[config.mk]
export PLATFORM = sky130hd
export DESIGN_NAME = raizing_rom_arbiter
export DESIGN_NICKNAME = d
export VERILOG_FILES = /design/src/rtl/raizing_rom_arbiter.sv
export SDC_FILE = /design/constraint.sdc
export NUM_CORES = 1
export LEC_CHECK = 0
export BUFFER_PORTS_ARGS = -buffer_cell sky130_fd_sc_hd__buf_4
export CAP_MARGIN = 20
export CORE_MARGIN = 10
export CORE_UTILIZATION = 54
export DETAILED_ROUTE_END_ITERATION = 8
export PLACE_DENSITY = 0.8
export SLEW_MARGIN = 0
export SYNTH_ARGS = -nofsm -noshare
export SYNTH_HDL_FRONTEND = slang
export SYNTH_SLANG_ARGS = --single-unit
[constraint.sdc]
create_clock -name CLK -period 8.84 [get_ports CLK]
set_clock_uncertainty 0.2 [all_clocks]
set_input_delay 1.768 -clock CLK [delete_from_list [all_inputs] [get_ports CLK]]
set_output_delay 1.768 -clock CLK [all_outputs]
set_load 0.005 [all_outputs]
[src/rtl/raizing_rom_arbiter.sv]
// Per-channel one-line ROM cache with a single SDRAM port: 3-cycle minimum miss-to-OK, hits are combinational.
// Backpressure: BA_RD/BA_ADDR hold until BA_ACK; a fill completes only on BA_RDY; DOWNLOADING stalls new grants.
module raizing_rom_arbiter #(
  parameter int NCH       = 4,
  parameter int AW        = 22,
  parameter int PRIO_MODE = 0
) (
  input  logic              CLK,
  input  logic              RESET,
  input  logic              DOWNLOADING,
  input  logic              INVALIDATE,
  input  logic [NCH-1:0]    CS,
  input  logic [NCH*AW-1:0] ADDR,
  output logic [NCH-1:0]    OK,
  output logic [NCH*16-1:0] DOUT,
  output logic [AW-1:0]     BA_ADDR,
  output logic              BA_RD,
  input  logic              BA_ACK,
  input  logic              BA_RDY,
  input  logic [15:0]       DATA_READ
);

  localparam int IW = (NCH > 1) ? $clog2(NCH) : 1;

  typedef enum logic [1:0] {IDLE, WAIT_ACK, WAIT_RDY} state_t;

  state_t          state, state_nxt;
  logic [IW-1:0]   gnt, gnt_nxt;
  logic [IW-1:0]   last_grant, last_grant_nxt;
  logic            ba_rd_nxt;
  logic [AW-1:0]   ba_addr_nxt;
  logic            inv_seen, inv_seen_nxt;
  logic            load;

  logic            valid [NCH];
  logic [AW-1:0]   tag   [NCH];
  logic [15:0]     data  [NCH];

  logic [NCH-1:0]  pending;
  logic            found;
  logic [IW-1:0]   pick;
  logic [AW-1:0]   pick_addr;
  int              idx;

  for (genvar gi = 0; gi < NCH; gi++) begin : g_ch
    assign OK[gi]              = CS[gi] & valid[gi] & (tag[gi] == ADDR[gi*AW +: AW]);
    assign DOUT[gi*16 +: 16]   = data[gi];
    assign pending[gi]         = CS[gi] & ~OK[gi] & ~((state != IDLE) && (gnt == IW'(gi)));
  end

  // Round-robin starts one past the last winner; fixed priority always starts at 0.
  always_comb begin
    found     = 1'b0;
    pick      = '0;
    pick_addr = '0;
    idx       = 0;
    for (int k = 0; k < NCH; k++) begin
      idx = (PRIO_MODE == 1) ? ((int'(last_grant) + 1 + k) % NCH) : k;
      if (!found && pending[idx]) begin
        found     = 1'b1;
        pick      = IW'(idx);
        pick_addr = ADDR[idx*AW +: AW];
      end
    end
  end

  always_comb begin
    state_nxt      = state;
    gnt_nxt        = gnt;
    last_grant_nxt = last_grant;
    ba_rd_nxt      = BA_RD;
    ba_addr_nxt    = BA_ADDR;
    inv_seen_nxt   = inv_seen | INVALIDATE;
    load           = 1'b0;
    case (state)
      IDLE: begin
        if (!DOWNLOADING && found) begin
          state_nxt      = WAIT_ACK;
          gnt_nxt        = pick;
          last_grant_nxt = pick;
          ba_rd_nxt      = 1'b1;
          ba_addr_nxt    = pick_addr;
          inv_seen_nxt   = INVALIDATE;
        end
      end
      WAIT_ACK: begin
        if (BA_ACK) begin
          ba_rd_nxt = 1'b0;
          state_nxt = WAIT_RDY;
        end
      end
      WAIT_RDY: begin
        if (BA_RDY) begin
          load      = 1'b1;
          state_nxt = IDLE;
        end
      end
      default: state_nxt = IDLE;
    endcase
  end

  always_ff @(posedge CLK or posedge RESET) begin
    if (RESET) begin
      state      <= IDLE;
      gnt        <= '0;
      last_grant <= IW'(NCH - 1);
      BA_RD      <= 1'b0;
      BA_ADDR    <= '0;
      inv_seen   <= 1'b0;
    end else begin
      state      <= state_nxt;
      gnt        <= gnt_nxt;
      last_grant <= last_grant_nxt;
      BA_RD      <= ba_rd_nxt;
      BA_ADDR    <= ba_addr_nxt;
      inv_seen   <= inv_seen_nxt;
    end
  end

  // The fill write follows the invalidate sweep so it wins for the served line.
  always_ff @(posedge CLK or posedge RESET) begin
    if (RESET) begin
      for (int i = 0; i < NCH; i++) begin
        valid[i] <= 1'b0;
        tag[i]   <= '0;
        data[i]  <= '0;
      end
    end else begin
      if (INVALIDATE) begin
        for (int i = 0; i < NCH; i++) valid[i] <= 1'b0;
      end
      if (load) begin
        data[gnt]  <= DATA_READ;
        tag[gnt]   <= BA_ADDR;
        valid[gnt] <= ~(inv_seen | INVALIDATE);
      end
    end
  end

endmodule

==> flow_summary.yaml <==
yosys:
  avgSynthCellArea_um2: 12.8
  ys_ff_latch: 184
  synthArstFlopShare_pct: 100
  synth_top_area_share_pct: 52.9
  synth_common_cells: "dfrtp_1, mux2_2, xor2_1"
  seq_area_frac_synth_pct: 52.9
  synth_most_common_cell: "dfrtp_1"
  syn_area_um2: 8700
  yosysWarnings: 0
  synthTopCellsByArea: "dfrtp_1, mux2_2, xor2_1, mux2_4, xnor2_1"
  synthDistinctLibCells: 35
  synth-edff-count: 0
  syn_inst: 679
  yosysTopAreaCell: "dfrtp_1"
  ys.flop_type: "dfrtp_1"
  synth_fp_nets: 793
sta:
  grt_setup_unrepaired: "no"
  worstMarginPinSlew_ns: 0.956
  setup_tns_ns: 0
  slew_viol_final: 0
  fmax_mhz: 188
  setup_ws_ns: 3.52
  timing_hold_violations_final: 0
  slew_headroom_pct: 36.3
  final.min_clock_period_ns: 5.32
  fin_crit_sh_pct: 60.2
  setup-violations-final: 0
clocking:
  worstSkewPairLatency_ns: 0.43
  htree_levels: 4
  cts_resized: 0
  cts_buffers: 17
  cts_tree: "yes"
  cts-root-buf: "clkbuf_16"
  postCtsSetupBuffers: 0
  cts.sinks: 184
  hold_buffers: 0
  path_clk_slew_ns: 0.06
  cts_buffer_depth: 2
critical_path:
  critical_path.slowest_cell: "or3_1"
  path_cells: "buf_4 -> xor2_1 -> nor4_1 -> nand4_1 -> o211a_1 -> nor4_2 -> or3_1 -> buf_4 -> mux2_2"
  worstReg2RegStart: "tag[47]"
  startpoint_type: "primary input"
  crit_path_end_kind: "register"
  critPathKind: "in2reg"
  reg2regPathDepth: 8
  crit_fanout: 23
  regToRegSetupSlack_ns: 4.56
  r2r_end: "BA_ADDR[7]"
  crit_family: "simple AND/OR/NAND/NOR gates"
  cpMostUsedCell: "buf_4"
  critPathBufInv: 2
  cp_data_arrival_time_ns: 5.43
  slowest_delay_ns: 0.72
  crit_required_ns: 8.95
global_route:
  grt_overflow: 0
  grt_pass1_vias: 7217
  grt_usage_pct: 24.0
  grt_start_max_net_pins: 115
  grt_pass1_wl_um: 40500
  antenna_found_initial: 1
power:
  peakVddDrop_v: 0.000187
  p_leak_nw: 5.47
  power_w: 0.00351
  p_per_area_nw_per_um2: 316
die:
  die-area_um2: 21600
  rows: 46
  ios: 205
  coreArea_um2: 15800
  die_w_um: 147
  die_y_um: 147
  initial_utilization_pct: 55.0
detailed_routing:
  viasPerCell: 5.82
  first_iter_violations: 399
  drc: 0
  first_pass_iters: 5
  drt-total-wl_um: 26100
  via_count: 6452
  wl_per_cell_um: 23.6
  final_antenna_net_count: 0
worst_hold_path:
  min_path_type: "reg2reg"
  hold_path_depth: 1
  whs_endpoint: "DOUT[13]"
  hp-start: "DOUT[13]"
status:
  status: "completed"
finish:
  syn2layout_area_growth_pct: 27.6
  fillers: 1106
  drive_gt1_share_pct: 48.8
  n_antenna_cell: 0
  nets: 994
placement:
  gp_congestion: 0.910
  port_buffers: 204
  dp_hpwl_um: 19000
  dp_slack_ns: 3.11
run:
  max_cap_violations: 0
## cell usage in the layout (no fill, tap or decap), drive strengths merged, types with 2 or more instances in the layout
cell type  instances
inv               26
o31ai              2
xnor2             25
buf              218
nor2              11
o2111ai           23
nand4             30
bufinv             4
clkinv             7
a211oi             3
clkbuf            17
xor2              63
o21ai              3
nor4              18
a21o               2
clkinvlp           3
dfrtp            184
nand2             29
nor3               4
mux2             175
or3                2
nand3             29
a21oi              5
o211a              2
## registers in the layout (all words and copies together), names as in the netlist
name      count
inv_seen      1
tag          88
BA_RD         1
DOUT         64
state         2
valid         4
BA_ADDR      22
gnt           2
## worst max-delay path by stage
stage          startpoint         end  depth (start not counted)
2_1_floorplan       RESET  BA_ADDR[0]                          1
3_3_place_gp     ADDR[25]  BA_ADDR[8]                          9
3_5_place_dp     ADDR[25]  BA_ADDR[7]                          9
4_1_cts          ADDR[25]  BA_ADDR[7]                          9
5_1_grt          ADDR[25]  BA_ADDR[7]                          9
6_report         ADDR[25]  BA_ADDR[7]                          9
## report_power, final
part	switching, W	leakage, nW	total (W)	internal (W)
clock network	0.000330	0.299	0.000804	0.000474
logic	0.000516	2.79	0.00123	0.000712
registers	0.000289	2.38	0.00148	0.00119
## cells by family (layout without fill, tap and decap cells)
family / count (synthesis) / in the layout / synth area share, %
compound gates: 43 / 43 / 3.95
xor+xnor: 88 / 88 / 8.86
buf+inv: 61 / 275 / 3.13
flops: 184 / 184 / 52.9
mux: 175 / 175 / 23.4
simple gates: 128 / 128 / 7.73
## per-layer routing
layer  global-route usage [%]  vias up  part of all wire [%]
met5                        0        -                     0
met4                     10.1        0                   3.1
met3                     10.3       60                    11
met2                     38.2      351                    47
met1                     27.9     3215                    39
li1                         -     2826                     -
## worst register-to-register path: cells and delay by family (launching register included)
kind	cells	cell delay, ns
compound gates	1	0.66
xor+xnor	1	0.17
mux	1	0.38
buf+inv	1	0.40
flops	1	0.39
simple gates	4	1.98
## layout make-up
class / count / area [µm²] / share of cell area [%]
clock buffer: 17 / 425 / 3.83
clock inverter: 15 / 201 / 1.81
inverter: 25 / 98.8 / 0.890
multi-input combinational: 434 / 3850 / 34.7
sequential: 184 / 4600 / 41.5
tap: 216 / 270 / 2.43
timing repair buffer: 218 / 1660 / 14.9
## metrics by stage
| step | util, % | hold slack (ns) | cells | area, µm² |
|---|---|---|---|---|
| 2_1_floorplan | - | 0.280 | 679 | 8700 |
| 3_3_place_gp | 66.0 | 0.289 | 1075 | 10400 |
| 3_5_place_dp | 66.0 | 0.297 | 1076 | 10500 |
| 4_1_cts | 70.0 | 0.311 | 1108 | 11100 |
| 5_1_grt | 70.2 | 0.323 | 1109 | 11100 |
| 6_report | 70.2 | 0.310 | 1109 | 11100 |
Note: power is estimated with default switching activity, not from simulation.
